$ cat config.mk
export PLATFORM = sky130hd
export DESIGN_NAME = bram_arbiter
export DESIGN_NICKNAME = d
export VERILOG_FILES = /design/src/rtl/bram_arbiter.sv
export SDC_FILE = /design/constraint.sdc
export NUM_CORES = 1
export LEC_CHECK = 0
export ABC_AREA = 0
export CAP_MARGIN = 30
export CORE_MARGIN = 3
export CORE_UTILIZATION = 31
export CTS_CLUSTER_SIZE = 24
export DETAILED_ROUTE_END_ITERATION = 12
export GPL_TIMING_DRIVEN = 0
export PLACE_DENSITY = 0.9
export REMOVE_ABC_BUFFERS = 1
export SLEW_MARGIN = 20
export SYNTH_ARGS = -nofsm -noshare
export SYNTH_HDL_FRONTEND = slang
export SYNTH_SLANG_ARGS = --single-unit
export TNS_END_PERCENT = 100
$ cat constraint.sdc
create_clock -name clk -period 2.32 [get_ports clk]
set_input_delay 0.464 -clock clk [delete_from_list [all_inputs] [get_ports clk]]
set_output_delay 0.464 -clock clk [all_outputs]
set_load 0.005 [all_outputs]
$ cat src/rtl/bram_arbiter.sv
// Round-robin arbiter sharing one simple-dual-port BRAM among several clients.
// Runs a zero-fill sweep after reset and on clear_req before serving requests.
module bram_arbiter #(
    parameter int unsigned requesters = 2,
    parameter int unsigned addr_width = 8,
    parameter int unsigned data_width = 16
) (
    input  logic                             clk,
    input  logic                             rst_n,
    input  logic                             clear_req,
    output logic                             init_done,
    input  logic [requesters-1:0]            req_valid,
    input  logic [requesters-1:0]            req_write,
    input  logic [requesters*addr_width-1:0] req_addr,
    input  logic [requesters*data_width-1:0] req_wdata,
    output logic [requesters-1:0]            req_ready,
    output logic [requesters-1:0]            rsp_valid,
    output logic [data_width-1:0]            rsp_data,
    output logic [addr_width-1:0]            mem_waddr,
    output logic [data_width-1:0]            mem_wdata,
    output logic                             mem_we,
    output logic [addr_width-1:0]            mem_raddr,
    input  logic [data_width-1:0]            mem_rdata
);

    localparam int unsigned rr_width = (requesters > 1) ? $clog2(requesters) : 1;

    typedef enum logic {CLEAR, RUN} state_t;

    state_t                  state;
    logic [addr_width-1:0]   clear_addr;
    logic [addr_width-1:0]   raddr_hold;
    logic [rr_width-1:0]     rr;

    logic [requesters-1:0]   grant;
    logic                    granted;
    logic                    sel_write;
    logic [rr_width-1:0]     sel_idx;
    logic [addr_width-1:0]   sel_addr;
    logic [data_width-1:0]   sel_wdata;
    int unsigned             idx;

    // Search starts one past the last winner and wraps, so the last winner ranks lowest.
    always_comb begin
        grant     = '0;
        granted   = 1'b0;
        sel_write = 1'b0;
        sel_idx   = rr;
        sel_addr  = '0;
        sel_wdata = '0;
        idx       = 0;
        if (state == RUN) begin
            for (int unsigned k = 1; k <= requesters; k++) begin
                idx = (32'(rr) + k) % requesters;
                if (!granted && req_valid[idx]) begin
                    granted    = 1'b1;
                    grant[idx] = 1'b1;
                    sel_idx    = rr_width'(idx);
                    sel_write  = req_write[idx];
                    sel_addr   = req_addr[idx*addr_width +: addr_width];
                    sel_wdata  = req_wdata[idx*data_width +: data_width];
                end
            end
        end
    end

    assign req_ready = grant;
    assign init_done = (state == RUN);
    assign rsp_data  = mem_rdata;
    // rst_n gates the sweep write so no stray write reaches the BRAM while reset is held.
    assign mem_we    = (state == CLEAR) ? rst_n : (granted && sel_write);
    assign mem_waddr = (state == CLEAR) ? clear_addr : sel_addr;
    assign mem_wdata = (state == CLEAR) ? '0 : sel_wdata;
    assign mem_raddr = (granted && !sel_write) ? sel_addr : raddr_hold;

    always_ff @(posedge clk or negedge rst_n) begin
        if (!rst_n) begin
            state      <= CLEAR;
            clear_addr <= '0;
            raddr_hold <= '0;
            rr         <= rr_width'(requesters - 1);
            rsp_valid  <= '0;
        end else begin
            rsp_valid <= (granted && !sel_write) ? grant : '0;
            if (granted) rr <= sel_idx;
            if (granted && !sel_write) raddr_hold <= sel_addr;
            case (state)
                CLEAR: begin
                    clear_addr <= clear_addr + 1'b1;
                    if (clear_addr == '1) state <= RUN;
                end
                RUN: begin
                    if (clear_req) begin
                        state      <= CLEAR;
                        clear_addr <= '0;
                    end
                end
                default: state <= CLEAR;
            endcase
        end
    end

endmodule
Yosys cells after proc, flatten, opt, wreduce, memory -nomap -nowiden
Cells that the tools add are included.
Cells by class
  $add $sub $neg: 3
  order comparisons: 4
  equal/unequal tests: 2
  shifts and indexed selects: 4
  muxes and demuxes: 40
  bitwise logic cells: 2
  reduce and logical (&&, ||, !) cells: 9
Operators with widths (number)
  $shiftx 32x6->16: 2
  $mux 16: 3
  $mux 8: 6
  $shiftx 16x5->8: 2
  $mux 1: 22
  $pmux 8 s2: 1
  $mux 2: 5
  $add 8x1->8 const B: 1
  $eq 8x8->1 const B: 1
  $logic_and 1x1->1: 5
  $lt 1x2->1 const B: 2
  $reduce_and 3->1: 1
  $add 1x1->1 const B: 2
  $demux 1 s1: 2
  $ge 1x1->1 const B: 2
  $logic_not 1->1: 2
  $ne 2x2->1 const B: 1
  $or 2x2->2: 1
  $pmux 1 s2: 1
  $reduce_bool 2->1: 1
  $not 1->1: 1
Storage, ports and cells
  flip-flop bits (word level): 20
  input port bits: 71
  word-level logic and storage cells: 69

Longest topological paths before layout
Gate-level depths: netlist of the first run.
  depth after elaboration: 12
  mapped depth: 6
  depth with buffers taken out: 5

Worst setup path after synthesis of the first run
OpenSTA, ideal clock, no wires.
  kind: input to output
  start point: input req_valid[1]
  end point: output mem_raddr[1]
  arrival time: 1.396 ns
  data required time: 1.856 ns
  slack: 0.460 ns
  stages: 5
  cell sequence: a21boi_2 -> and2_1 -> clkbuf_1 -> a22o_1 -> mux2_2
On the way
  word-level cells in the longest chain between the ends: 11
  elaborated cells between the ends (all ways): 19
  those cells by class: 15 x mux; 4 x reduce/logical
Ends and longest elaborated chain
  start, declared: RTL line 12  | input logic [requesters-1:0] req_valid,
  $mux 1 (not written as such) (2 in a row): RTL line 55  | if (!granted && req_valid[idx]) begin
  $mux 1: RTL line 55
  $mux 1: RTL line 52  | if (state == RUN) begin
  $logic_not 1->1: RTL line 55
  $logic_and 1x1->1: RTL line 55
  $mux 1: RTL line 55
  $mux 1: RTL line 52
  $logic_not 1->1: RTL line 74  | assign mem_raddr = (granted && !sel_write) ? sel_addr : raddr_hold;
  $logic_and 1x1->1: RTL line 74
  $mux 8 *
  end, declared: RTL line 22  | output logic [addr_width-1:0] mem_raddr,
Mark *: on every way between the ends. The rest lies on a longest branch, timed or not. The select of a mux whose other input is x is not followed.

Worst setup path in the final report of the first run
  start point: input req_valid[0]
  end point: output mem_raddr[6]
The elaborated chain is that of the path after synthesis.

==> summary.txt, run 1 <==
Timing
  – RSZ-0062 raised after global routing: true
  – Slew Limit Fails: 0
  – Crit share post-route: 105%
  – Post-route setup slack: -0.110 ns
  – Setup violators final: 7
  – Final min period: ~2.4 ns
  – Skew final: between 0.004 and 0.005 ns
  – Max_slew headroom: 63.2%
  – Max Clk Rate: 411 MHz
  – Worst slew pin tran: around 0.55 ns
  – Hold Fails Final Rpt: 0

Yosys
  – Yosys top cell by area: dfrtp_1
  – Post-Synthesis Cell Area: ~0.0014 mm^2
  – Netlist cell types: 33
  – Ys async rst share: 100%
  – Mapped Cells: 154
  – Sequential share of the synthesized area: 36.3%
  – Ranking of synthesized cells by area: dfrtp_1 (34%), buf_4 (9.2%), a22oi_1 (8.7%)
  – Ys flop type: dfrtp_1
  – Post-synth EDFFs: 0
  – Syn Area/Cell: 8.98 um^2
  – #FFs+latches synth: 20
  – Synth warn: 0
  – Share of the synthesized area in the top cell type: 34.4%

Routing
  – Met3 wire len: about 650 um
  – Post-DRT Antenna Nets: 0
  – Initial drt markers: 92
  – DR pass1 iterations: 4
  – Vias per Instance: approximately 5.3
  – DR WL/cell: 17.4 um
  – Via Count: approximately 1,600
  – Final WL: around 5.3 mm
  – DR WL met2: 2.64 mm
  – M1 WL: just under 2 mm
  – Top layer in use: met4
  – DRC violations left: 0

Final layout
  – Final Instance Area: roughly 0.0025 mm^2
  – Layout cell share with drive strength beyond 1: between 20% and 30%
  – Layout Utilization: between 60 and 70%
  – FILL cells: approximately 340
  – Layout Cells excl Fill: around 300
  – Area grow syn2layout: 82.1%
  – Final nets: 327
  – Ant diodes: 0

Critical path
  – Worst R2R Path Depth: 6
  – Worst path required time: 1.86 ns
  – Crit start category: input port
  – CP dominant cell by count: buf_6
  – Critical path endpoint category: output pin
  – Crit-path max FO: 5
  – R2r setup slk: 0.61 ns
  – Worst Path Class, Setup: in2out
  – WP data arrival: a little under 2 ns
  – Worst path max stage delay: 0.30 ns
  – Crit-path cells: clkdlybuf4s15_2, a21boi_4, nor3b_4, nor2_4, buf_4, buf_6, mux2_4, buf_6
  – R2R Path End: raddr_hold[6]$_DFF_PN0_
  – Critical-path top delay cell: mux2_4
  – Worst R2R Start: rr$_DFFE_PN1P_

Global route
  – Largest net degree at the start of global routing: 22
  – First-pass GRT wire length: 7.97 mm
  – Total gr overflow: 0
  – Vias in the first global route: 1,723
  – Antenna violations before repair: 0
  – Total global-route track usage: about a fifth

Pwr
  – Peak supply drop: 0.281 mV
  – Comb power frac: 39.9%
  – Internal: between 0.8 and 0.9 mW
  – Clk network pwr share: between 10% and 20%
  – Sequential power share: between 40% and 50%
  – Psw: roughly 0.39 mW
  – Leak pwr: around 1.2 nW
  – Sw Ratio: a little under a third
  – PD cells: between 400 and 500 mW/mm^2

Floorplan
  – Die ar.: 0.00530 mm^2
  – Row count: 23
  – Die H: about 73 um
  – DIE WIDTH: a little over 70 um
  – Core box area: 0.00414 mm^2
  – Num ports: 125
  – Initial Util: between 30% and 40%

Clock network
  – Clock Tree Root: clkbuf_8
  – Sink Count: 20
  – H-tree depth: 1
  – Clk_lat worst skew: around 0.25 ns
  – Clock slew at reported path FFs: approximately 0.08 ns
  – CTS max path bufs: 2
  – CTS tree: done
  – Total CTS buffers: 3

Placement
  – Post-DP HPWL: around 3.6 mm
  – Dpl ws: -1.23 ns
  – Routability cong.: around 0.82
  – Placed Instances: between 200 and 300
  – Post-DP Area: ~0.0022 mm^2
  – Input/output buffers: between 90 and 100

Worst hold path
  – HP Class: in2async

Outcome
  – Status: complete, but fails checks
  – Violated checks: negative setup slack

Run
  – Number of max-cap violations: 0
per-layer routing:
| metal | up-vias | GRT usage [%] |
|---|---|---|
| met4 | 0 | 5.94 |
| met5 | - | 0 |
| met1 | 763 | 21.8 |
| met3 | 9 | 8.82 |
| li1 | 741 | - |
| met2 | 105 | 32.2 |
state kept, by name (all words and copies together), names as in the netlist:
signal      cells
raddr_hold      8
rr              1
init_done       1
clear_addr      8
rsp_valid       2
worst max path at each step:
stage | from | end | slack, ns | depth (start not counted)
floorplan | rr$_DFFE_PN1P_ | mem_waddr[0] | 0.11 | 4
global placement | req_valid[0] | mem_raddr[4] | -1.19 | 6
detailed placement | req_valid[0] | mem_raddr[4] | -1.23 | 6
CTS | rr$_DFFE_PN1P_ | mem_raddr[5] | -0.10 | 8
global route | req_valid[0] | mem_raddr[6] | -0.19 | 8
finish | req_valid[0] | mem_raddr[6] | -0.11 | 8
cell families after synthesis:
logic type,count (synthesis),share of synthesized area [%]
simple gates,54,19.2
compound gates,43,23.7
buf+inv,26,11.9
flops,20,36.3
mux,10,7.96
fa+ha+maj,1,0.905
power groups by stage:
| stage | Clock [mW] | Combinational (mW) | Sequential [mW] |
|---|---|---|---|
| finish | 0.236 | 0.490 | 0.503 |
| global route | 0.253 | 0.532 | 0.515 |
| CTS | 0.236 | 0.475 | 0.499 |
| detailed placement | 0 | 0.480 | 0.504 |
| global placement | 0 | 0.465 | 0.499 |
| floorplan | 0 | 0.203 | 0.483 |
cell type report:
class	instances	area, um^2	area share [%]
Tap cell	50	62.6	2.49
Clock buffer	4	45.0	1.79
Sequential cell	20	503	20.0
Multi-Input combinational cell	109	791	31.4
Timing Repair Buffer	119	1100	43.7
Timing Repair inverter	1	7.51	0.298
Inverter	1	7.51	0.298
critical path, delay by kind of cell:
family | cells | cell delay, ns
and+or+nand+nor | 2 | 0.35
buffers and inverters | 4 | 0.62
muxes | 1 | 0.30
AOI/OAI and AO/OA | 1 | 0.23
metrics by stage:
step	hold slack [ns]	setup TNS, ns	power, mW
after floorplan	0.168	0	0.686
after global routing	0.314	-1.05	1.30
after global placement	0.479	-39.50	0.965
after CTS	0.285	-0.337	1.21
final	0.278	-0.441	1.23
after detailed placement	0.483	-33.42	0.984
placed cells by master, fill, tap and decap left out, types with 2 or more instances in the layout:
master            n
nor2_4            2
a22oi_1          16
nor2_1           28
mux2_2            3
nand3_1           2
buf_4            16
clkdlybuf4s15_2   2
nand4_1           3
clkinvlp_4        2
o21ai_0           5
a21o_1            6
a22o_1            8
nand2_1           9
buf_2             4
mux2_4            5
clkbuf_8          3
a221oi_1          3
buf_12            2
clkdlybuf4s50_1  55
clkbuf_2         11
nand2b_1          2
buf_6            14
mux2i_1           2
dfrtp_1          18
dlygate4sd2_1    14
synth_stat cells, types with 2 or more instances:
cell type and count:
buf_2 3, nand4_1 3, nand2b_1 3, buf_1 2, dfrtp_1 19, a22oi_1 16
nor2_1 28, a221oi_1 3, nand3_1 2, buf_4 17, o21ai_0 5, clkbuf_1 3
a21o_1 6, nand2_1 10, mux2i_1 2, mux2_2 8, a22o_1 8
timing repair:
item                                    CTS  global route
endpoints found under the hold margin     0             0
cloned                                    2             0
hold buffers                              0             0
pin swaps                                 9             6
endpoints found under the setup margin   43            27
buffers inserted                         21             6
resized for setup                        85            36
No activity file was read; power rests on OpenSTA's default activity.
==> run 2: changes to the inputs <==
CTS_CLUSTER_DIAMETER = 60   (was unset)
TNS_END_PERCENT = 5   (was 100)
==> summary.txt, run 2 (same netlist as run 1, synthesis figures left out) <==
Outcome
  – Status: complete, but fails checks
  – Violated checks: negative setup slack

Clock network
  – Total CTS buffers: 3
  – Clock slew at reported path FFs: ~0.070 ns
  – H-tree depth: 1
  – CTS tree: done
  – Clk_lat worst skew: 0.26 ns
  – Clock Tree Root: clkbuf_8
  – Sink Count: 20
  – CTS max path bufs: 2

Timing
  – Post-route setup slack: -0.198 ns
  – Crit share post-route: 109%
  – Skew final: ~0.0065 ns
  – RSZ-0062 raised after global routing: true
  – Final min period: 2.52 ns
  – Setup violators final: 6
  – Max_slew headroom: around 67%
  – Max Clk Rate: about 400 MHz
  – Hold Fails Final Rpt: 0
  – Worst slew pin tran: roughly 0.5 ns
  – Slew Limit Fails: 0

Final layout
  – Final nets: around 310
  – Layout Utilization: about 57%
  – Ant diodes: 0
  – Most frequent cells in the layout: clkdlybuf4s50_1 (57), nor2_1 (28), dfrtp_1 (18)
  – Largest regs: clear_addr: 8 flops, raddr_hold: 8 flops, rsp_valid: 2 flops
  – Layout cell share with drive strength beyond 1: around 20%
  – Area grow syn2layout: 71.8%
  – Layout Cells excl Fill: between 200 and 300
  – Most common cell after layout, fill and taps aside: clkdlybuf4s50_1
  – FILL cells: about 360

Critical path
  – WP data arrival: 2.05 ns
  – Critical path endpoint category: output pin
  – Worst path required time: around 1.9 ns
  – Crit start category: flop
  – Crit-path cells: and2b_4, nor2_4, a22o_1, a21o_1, clkdlybuf4s50_1
  – Crit-path max FO: 7
  – Worst Path Class, Setup: reg2out
  – Top delay family on crit path: flip-flops
  – Worst R2R Path Depth: 5
  – Worst R2R Start: rr$_DFFE_PN1P_
  – Critical-path top delay cell: dfstp_2
  – R2R Path End: raddr_hold[6]$_DFF_PN0_
  – R2r setup slk: ~0.7 ns
  – Worst path max stage delay: 0.58 ns
  – CP bufs+invs: 1

Placement
  – Routability cong.: a little over 0.8
  – Input/output buffers: 92
  – Post-DP HPWL: approximately 3.6 mm
  – Placed Instances: approximately 270

Routing
  – Final WL: around 5.0 mm
  – Initial drt markers: roughly 170
  – DRC violations left: 0
  – DR pass1 iterations: 4
  – Post-DRT Antenna Nets: 0
  – DR WL/cell: approximately 17 um
  – Via Count: between 1,500 and 2,000
  – Vias per Instance: approximately 5.5

Floorplan
  – Row count: 23
  – Core box area: about 0.0041 mm^2
  – Die H: about 73 um
  – Num ports: ~130
  – Initial Util: 33.4%
  – DIE WIDTH: just over 70 um
  – Die ar.: 0.00530 mm^2

Pwr
  – PD cells: about 510 mW/mm^2
  – Leak pwr: ~1.1 nW
  – Peak supply drop: roughly 0.24 mV

Global route
  – Total gr overflow: 0
  – First-pass GRT wire length: between 7 and 8 mm
  – Antenna violations before repair: 0
  – Largest net degree at the start of global routing: 22
  – Total global-route track usage: 18.8%
  – Vias in the first global route: 1,717

Worst hold path
  – HP Class: in2async

Run
  – Number of max-cap violations: 0
[run 2: where the power goes]
| group | total (mW) | switching (mW) | internal [mW] |
|---|---|---|---|
| registers | 0.503 | 0.0829 | 0.421 |
| logic | 0.467 | 0.180 | 0.287 |
| clock network | 0.232 | 0.110 | 0.122 |
[run 2: through the flow]
stage	setup WS, ns	area, um^2	hold WS, ns	setup TNS (ns)	total power [mW]
6_report	-0.198	2370	0.241	-0.569	1.20
5_1_grt	-0.281	2370	0.292	-1.47	1.28
4_1_cts	-0.230	2380	0.453	-1.03	1.21
3_5_place_dp	-1.23	2210	0.483	-33.42	0.984
3_3_place_gp	-1.19	2200	0.479	-39.50	0.965
2_1_floorplan	0.109	1220	0.168	0	0.686
[run 2: cell type report]
class                   count  area [um^2]  share of cell area, %
clock buffers               4         45.0                   1.90
inverters                   1         7.51                  0.316
multi-input cells         109          757                   31.9
flip-flops and latches     20          503                   21.2
well taps                  50         62.6                   2.63
repair buffers            105          992                   41.8
repair inverters            1         7.51                  0.316
[run 2: per-layer routing]
metal,wire (um),up-vias,track usage (%)
met1,1800,751,20.0
met2,2390,119,30.8
li1,-,716,-
met4,131,0,8.81
met3,676,18,9.50
met5,0,-,0
[run 2: worst max-delay path by stage]
stage                              end  slack [ns]           start  cells after the start
after global routing      mem_waddr[5]       -0.28  rr$_DFFE_PN1P_                      5
after global placement    mem_raddr[4]       -1.19    req_valid[0]                      6
after CTS                 mem_wdata[8]       -0.23  rr$_DFFE_PN1P_                      6
after floorplan           mem_waddr[0]        0.11  rr$_DFFE_PN1P_                      4
final                     mem_waddr[5]       -0.20  rr$_DFFE_PN1P_                      5
after detailed placement  mem_raddr[4]       -1.23    req_valid[0]                      6
[run 2: worst register-to-register path: stages (launching register included)]
cell and delay, ns:
dfstp_2 0.58, and2b_4 0.24, nor3_4 0.18, nor2_4 0.06
buf_4 0.15, mux2_2 0.28
[run 2: timing repair]
action                                 in CTS  in global routing
setup buffers                              12                  0
endpoints found under the hold margin       0                  0
resized for setup                          59                 18
gates cloned                                2                  0
setup endpoints to repair                  43                 31
hold buffers                                0                  0
pin swaps                                   7                  2
==> run 3: changes to the inputs <==
CORE_MARGIN = 2   (was 3)
==> summary.txt, run 3 (same netlist as run 1, synthesis figures left out) <==
Outcome
  – Status: complete, but fails checks
  – Violated checks: negative setup slack

Final layout
  – Layout Utilization: between 50 and 60%
  – Most frequent cells in the layout: clkdlybuf4s50_1 (61), nor2_1 (28), dfrtp_1 (18)
  – Layout cell share with drive strength beyond 1: between 10% and 20%
  – Area grow syn2layout: 76.5%
  – Most common cell after layout, fill and taps aside: clkdlybuf4s50_1
  – Register area: between 500 and 600 um^2
  – Largest regs: clear_addr: 8 flops, raddr_hold: 8 flops, rsp_valid: 2 flops
  – Final nets: 314
  – Ant diodes: 0
  – FILL cells: approximately 400
  – Multi-input logic area: between 700 and 800 um^2

Timing
  – Slew Limit Fails: 0
  – Crit share post-route: 109%
  – Setup violators final: 13
  – Max_slew headroom: 62.5%
  – RSZ-0062 raised after global routing: true
  – Post-route setup slack: -0.211 ns
  – Worst slew pin tran: 0.563 ns
  – Total Negative Setup Slacks: -1.82 ns
  – Skew final: around 0.0076 ns
  – Hold Fails Final Rpt: 0
  – Final min period: roughly 2.5 ns
  – Max Clk Rate: 395 MHz

Routing
  – DR pass1 iterations: 4
  – Via Count: around 1,600
  – Vias per Instance: approximately 5.3
  – DR WL/cell: roughly 16 um
  – Final WL: 4.73 mm
  – DRC violations left: 0
  – Post-DRT Antenna Nets: 0
  – Initial drt markers: around 60

Global route
  – Antenna violations before repair: 0
  – Total gr overflow: 0
  – M1 GR Usage: approximately a quarter
  – Largest net degree at the start of global routing: 22
  – First-pass GRT wire length: slightly below 8 mm
  – Total global-route track usage: approximately a fifth
  – Busiest layer in global routing: met2
  – Vias in the first global route: about 1,600
  – Met3 usage: 6.27%
  – GR Util met2: about a third

Critical path
  – Crit. Startpoint: rr$_DFFE_PN1P_
  – Crit-path max FO: 19
  – Crit start category: flop
  – Worst path required time: around 1.9 ns
  – Critical path endpoint category: output pin
  – Worst R2R Start: rr$_DFFE_PN1P_
  – WP data arrival: slightly above 2 ns
  – Worst Path Class, Setup: reg2out

Placement
  – Input/output buffers: 92
  – Routability cong.: between 0.8 and 0.9
  – Post-DP HPWL: between 3 and 4 mm

Clock network
  – CTS max path bufs: 2
  – Total CTS buffers: 3
  – H-tree depth: 1
  – Clock slew at reported path FFs: approximately 0.080 ns
  – Sink Count: 20
  – CTS Hold Bufs: 0
  – CTS tree: done
  – Clk_lat worst skew: approximately 0.27 ns
  – Clock Tree Root: clkbuf_8

Floorplan
  – Row count: 24
  – Initial Util: 32.0%
  – Die ar.: ~0.005 mm^2
  – Die H: between 70 and 80 um
  – Core box area: approximately 0.0043 mm^2
  – Num ports: roughly 130
  – DIE WIDTH: 70.8 um

Pwr
  – PD cells: 545 mW/mm^2
  – Peak supply drop: between 0.2 and 0.3 mV
  – Leak pwr: between 1 and 1.5 nW
  – Total Power: around 1.3 mW

Run
  – Number of max-cap violations: 0

Worst hold path
  – HP Class: in2async
run 3: cell types whose count changed in the layout (fill, tap and decap cells not counted), sizes merged:
cell,before,now
clkbuf,11,5
clkdlybuf4s50,57,61
clkdlybuf4s15,8,11
dlymetal6s2s,3,1
bufinv,0,1
dlygate4sd2,14,15
run 3: critical path: stages (launching register included):
cell,delay (ns)
dfstp_2,0.56
and2b_4,0.23
nor2b_4,0.14
buf_12,0.15
a22oi_1,0.09
nor2_1,0.12
clkdlybuf4s50_1,0.51
run 3: per-stage QoR:
| stage | worst slack [ns] | hold slack, ns | cell area (um^2) | instances |
|---|---|---|---|---|
| after floorplan | 0.109 | 0.168 | 1220 | 129 |
| after global placement | -1.15 | 0.479 | 2210 | 273 |
| after detailed placement | -1.19 | 0.483 | 2210 | 273 |
| after CTS | -0.227 | 0.286 | 2430 | 292 |
| after global routing | -0.303 | 0.315 | 2440 | 293 |
| final | -0.211 | 0.274 | 2440 | 293 |
run 3: cell type report:
| cell class | instances | share of cell area (%) |
|---|---|---|
| inverters | 1 | 0.308 |
| repair inverters | 1 | 0.308 |
| well taps | 52 | 2.67 |
| repair buffers | 106 | 41.6 |
| clock buffers | 3 | 1.69 |
| flip-flops and latches | 20 | 20.6 |
| multi-input cells | 109 | 31.6 |
| clock inverters | 1 | 1.23 |
run 3: report_power, final:
group	switching (mW)	leakage (nW)	internal [mW]
clock	0.123	0.0357	0.231
combinational	0.182	0.848	0.296
sequential	0.0775	0.257	0.420
run 3: worst paths after layout:
path / end / slack [ns] / depth (start not counted)
min in group clk: raddr_hold[6]$_DFF_PN0_ / 0.50 / 1
max reg2reg: raddr_hold[7]$_DFF_PN0_ / 0.66 / 6
min: clear_addr[3]$_DFFE_PN0P_ / 0.27 / 1
max in group asynchronous: init_done$_DFF_PN0_ / 1.64 / 1
max: mem_wdata[14] / -0.21 / 6
min reg2reg: raddr_hold[6]$_DFF_PN0_ / 0.50 / 1
run 3: repair_timing:
action | 4_1_cts | 5_1_grt
gates resized for setup | 60 | 9
pin swaps | 8 | 3
endpoints found under the setup margin | 43 | 33
hold endpoints to repair | 0 | 0
gates cloned | 2 | 0
setup buffers | 14 | 1
run 3: metal layers:
layer / up-vias / part of all wire, %
li1: 713 / -
met5: - / 0
met1: 732 / 39
met2: 110 / 48
met3: 7 / 11
met4: 0 / 1.5
==> RTL edit 1, RTL diff (flow settings as in run 2) <==
`requesters`: 2 -> 4.
--- a/src/rtl/bram_arbiter.sv
+++ b/src/rtl/bram_arbiter.sv
@@ -2,5 +2,5 @@
 // Runs a zero-fill sweep after reset and on clear_req before serving requests.
 module bram_arbiter #(
-    parameter int unsigned requesters = 2,
+    parameter int unsigned requesters = 4,
     parameter int unsigned addr_width = 8,
     parameter int unsigned data_width = 16
Ports: changed (6 resized); port bits go from 125 to 181. The function was not compared with the original's and may differ.
==> RTL edit 1 against run 2 <==
The run still ends with negative setup slack left; routed wire length rose to 3.7 times the old value; sequential power rose by 34%; area after synthesis rose to 3.4 times the old value; worst hold slack improved by 260 ps; setup slack got worse by 1500 ps; sequential cell count rose by 3; total power rose to 8.1 times the old value; design area rose to 3.1 times the old value; largest cell class is now multi-input gates.
==> RTL edit 1: results (changes against run 2) <==
The flow ran to the end, but the final reports show violations. The checks that failed: negative setup slack. The number of setup violations in the final report was 51 (+45). The unique cell type count in the Yosys netlist came out at 51 (+55%). Counting instances in the post-synthesis netlist gives the leading cell types as sky130_fd_sc_hd__mux4_2, sky130_fd_sc_hd__a22oi_1, sky130_fd_sc_hd__o21ai_0. The number of global-route vias before repair is 5031 (+190%). The sequential share of power came out at 7.0% (-35 points). The number of standard cells in the layout, taps in and fillers out came out at 751 (+160%). Relative to the synthesized area, the layout overhead comes to 52.5%. The synthesized area per cell is 11.5 µm² (+29%).

The worst-case setup margin in the final layout came out at -1720 ps (-1520 ps). The HPWL after detailed placement came out at 10300 µm (+190%). The worst endpoint data arrival time was 3580 ps (+1530 ps). The number of combinational gates with multiple inputs came out at 325 (+200%). The number of fill cells came out at 1283 (+250%). The buffers inserted during post-CTS setup optimization was 47 (+35).

The final worst hold slack was 505 ps (+264 ps). The count of cells resized by post-cts repair came out at 200 (+240%). The fraction of area in non-clock buffers is 30.5% (-11 points).

The power spent charging and discharging nets is 4300 µW (+1100%). The amount of wire on met2 after detailed routing came out at 9240 µm (+290%). The slew of the pin with the lowest slew margin is 635 ps (+136 ps). Ranked by total cell area, the synthesized netlist is headed by sky130_fd_sc_hd__mux4_2, sky130_fd_sc_hd__dfrtp_1, sky130_fd_sc_hd__a22oi_1. The global placer's final weighted congestion came out at 0.781 (-5.1%). The initial DRC count is 519 (+210%). The class of the tightest hold or removal check is reg -> reg. The number of cells on the worst reg-to-reg path is 11 (+6). The post-layout utilization of the core came out at 49.2% (-8.1 points). The worst-case clock skew was 2.45 ps (-4.07 ps). The number of synthesized register bits is 23 (+15%). The peak per-stage delay on the critical path came out at 700 ps (+120 ps).

The sum of negative setup slack came to -67800 ps (-67230 ps). The layout buffer count excluding clock buffers is 210 (+100%). In this design, the largest share of critical-path delay is due to multiplexers. The detail-routed net length per standard cell came out at 24.6 µm (+43%).
[RTL edit 1: cell types whose count changed in the layout (fill, tap and decap cells not counted), sizes merged, moves of 17 or more]
cell | before | now
mux4 | 0 | 104
clkdlybuf4s50 | 57 | 111
o21ai | 5 | 31
nor2 | 30 | 10
buf | 16 | 81
a22oi | 16 | 33
[RTL edit 1: cells by family (layout without fill, tap and decap cells)]
logic type | after synthesis | in the layout | synth area share [%]
AO/OA/AOI/OAI | 123 | 123 | 18.0
multiplexers | 107 | 111 | 49.1
AND/OR/NAND/NOR | 77 | 78 | 9.36
buffers and inverters | 69 | 219 | 8.31
flip-flops | 23 | 23 | 12.1
adder cells (fa/ha/maj) | 9 | 9 | 2.37
XOR/XNOR | 4 | 4 | 0.736
[RTL edit 1: layer usage]
layer	track usage, %	vias to the layer above
met1	27.1	2477
met4	7.76	0
met5	0	-
met3	3.72	49
li1	-	2068
met2	36.2	315
==> RTL edit 2, RTL diff (config.mk and constraints of run 2) <==
Without the edit above. Make the reset (`rst_n`) synchronous in one clocked block.
--- a/src/rtl/bram_arbiter.sv
+++ b/src/rtl/bram_arbiter.sv
@@ -74,5 +74,5 @@
     assign mem_raddr = (granted && !sel_write) ? sel_addr : raddr_hold;
 
-    always_ff @(posedge clk or negedge rst_n) begin
+    always_ff @(posedge clk) begin
         if (!rst_n) begin
             state      <= CLEAR;
Check against the original RTL: differs if rst_n is asserted again (counterexample within 4 cycles, from zero or initial values and one cycle with rst_n low); with rst_n held inactive, the same outputs for 10 cycles.
==> RTL edit 2 against run 2 <==
The flow still finishes with violations (negative setup slack); register-to-register slack worse by 180 ps; cell count grew 19%; first-iteration DRC count decreased by 61%; routed wire length is 23% higher; critical path type is now in -> out; total power is 28% lower; largest power group unchanged; area after synthesis up 19%; setup slack improved by 160 ps; combinational power is 48% lower; highest routed layer unchanged; sequential cell count did not move; design area grew 18%.
==> RTL edit 2: results (changes against run 2) <==
For this design, the slowest cell found on the critical path is sky130_fd_sc_hd__a21boi_4. The final worst hold slack is 485 ps (+244 ps). The combinational group power came out at 242 µW (-48%). The power spent charging and discharging nets came out at 217 µW (-42%). The largest net degree at the start of global routing is 42 (+91%).

The largest fanout on the critical path came out at 6 (-1). The class of the tightest hold or removal check is reg -> reg. The number of combinational gates with multiple inputs is 138 (+27%). The number of fill cells came to 445 (+23%). The checks that failed: negative setup slack. The amount of wire on met2 after detailed routing is 2850 µm (+19%). The cell area after placement is 2450 µm² (+11%).

The cell row count came out at 25 (+8.7%). The part of the power in combinational logic is 27.9% (-11 points). The number of cells on the worst reg-to-reg path came out at 8 (+3).

The detail-routed net length per standard cell is 17.8 µm (+3.1%). The post-synthesis mux area share is 6.68% (-1.3 points). The vias per cell is 5.31 (-4.0%).

The HPWL after detailed placement came to 3900 µm (+8.4%). The cell type group with the largest total delay on the critical path is compound AO/OA/AOI/OAI gates. The flow ran to the end, but the final reports show violations.

The count of flip-flops and latches came out at 20 (unchanged). The global placer's final weighted congestion is 0.847 (+2.9%). Ranked by total cell area, the synthesized netlist is headed by sky130_fd_sc_hd__dfxtp_1, sky130_fd_sc_hd__buf_4, sky130_fd_sc_hd__a22oi_1. The non-clock inverter instance count of the final layout is 3 (+1). The global-route wire length before repair came out at 9330 µm (+21%). The met1 track demand over resource in global routing is 22.8% (+2.8 points). The cell area after layout came out at 2810 µm² (+18%). The number of global-route vias before repair came out at 1809 (+5.4%). The endpoint of the worst register-to-register path is raddr_hold[5]. The reported leakage power is 0.00150 µW (+32%). The slack of the worst reg-to-reg path was 540 ps (-180 ps). The footprint of the multi-input gates is 1110 µm² (+47%). The fraction of area in non-clock buffers is 40.5% (-1.2 points).

The number of clock buffer instances in the layout came out at 4 (unchanged). The met3 track demand over resource is 7.26% (-2.2 points). The worst-case setup margin in the final layout came out at -33.8 ps (+164 ps). The total global routing track utilization came out at 18.3% (-0.44 points). The unique cell type count in the Yosys netlist is 38 (+15%). The layout buffer count excluding clock buffers came to 114 (+8.6%). The clock network area share is 1.96% (+0.061 points).

The number of setup violations in the final report came to 3 (-3). In this run the worst setup path begins at req_valid[1]. The worst flop-to-flop path startpoint is rr. After synthesis, the most frequently instantiated cells are sky130_fd_sc_hd__buf_4, sky130_fd_sc_hd__dfxtp_1, sky130_fd_sc_hd__a22oi_1.

The worst-case clock skew is 4.08 ps (-2.45 ps). The synthesized-area fraction occupied by adder cells was 0.759% (-0.15 points). For this run, the leading register cell type out of synthesis is sky130_fd_sc_hd__dfxtp_1.

The count of cells resized by post-cts repair came to 52 (-12%). The most critical setup path has its endpoint at mem_raddr[6]. The proportion of register bits with asynchronous set or reset after synthesis was 0% (-100 points). The max-slew headroom at the worst pin is 63.6% (-3.1 points). The met2 usage came out at 31.6% (+0.82 points). The share of the final layout cell area in sequential cells is 14.5% (-6.7 points).

The peak per-stage delay on the critical path is 280 ps (-300 ps). The post-synthesis compound-gate area fraction was 28.6% (+4.9 points). The peak ir drop on the vdd network came out at 0.000362 V (+48%).
==> RTL edit 2: cell count changes in the layout (fill, tap and decap cells not counted), moves of 10 or more <==
cell / run 2 / this run
sky130_fd_sc_hd__nor2_1: 28 / 4
sky130_fd_sc_hd__dfrtp_1: 18 / 0
sky130_fd_sc_hd__dfxtp_1: 0 / 18
sky130_fd_sc_hd__nor2b_1: 0 / 16
sky130_fd_sc_hd__dlymetal6s2s_1: 3 / 14
sky130_fd_sc_hd__a32o_2: 0 / 10
sky130_fd_sc_hd__and4_1: 0 / 10
==> RTL edit 2: metrics by stage <==
| stage | setup slack (ps) | instances | setup TNS, ps |
|---|---|---|---|
| floorplan | 216 | 156 | 0 |
| global placement | -1400 | 315 | -42080 |
| detailed placement | -1370 | 316 | -42020 |
| CTS | -113 | 340 | -1390 |
| global route | -122 | 346 | -407 |
| finish | -33.8 | 346 | -74.6 |
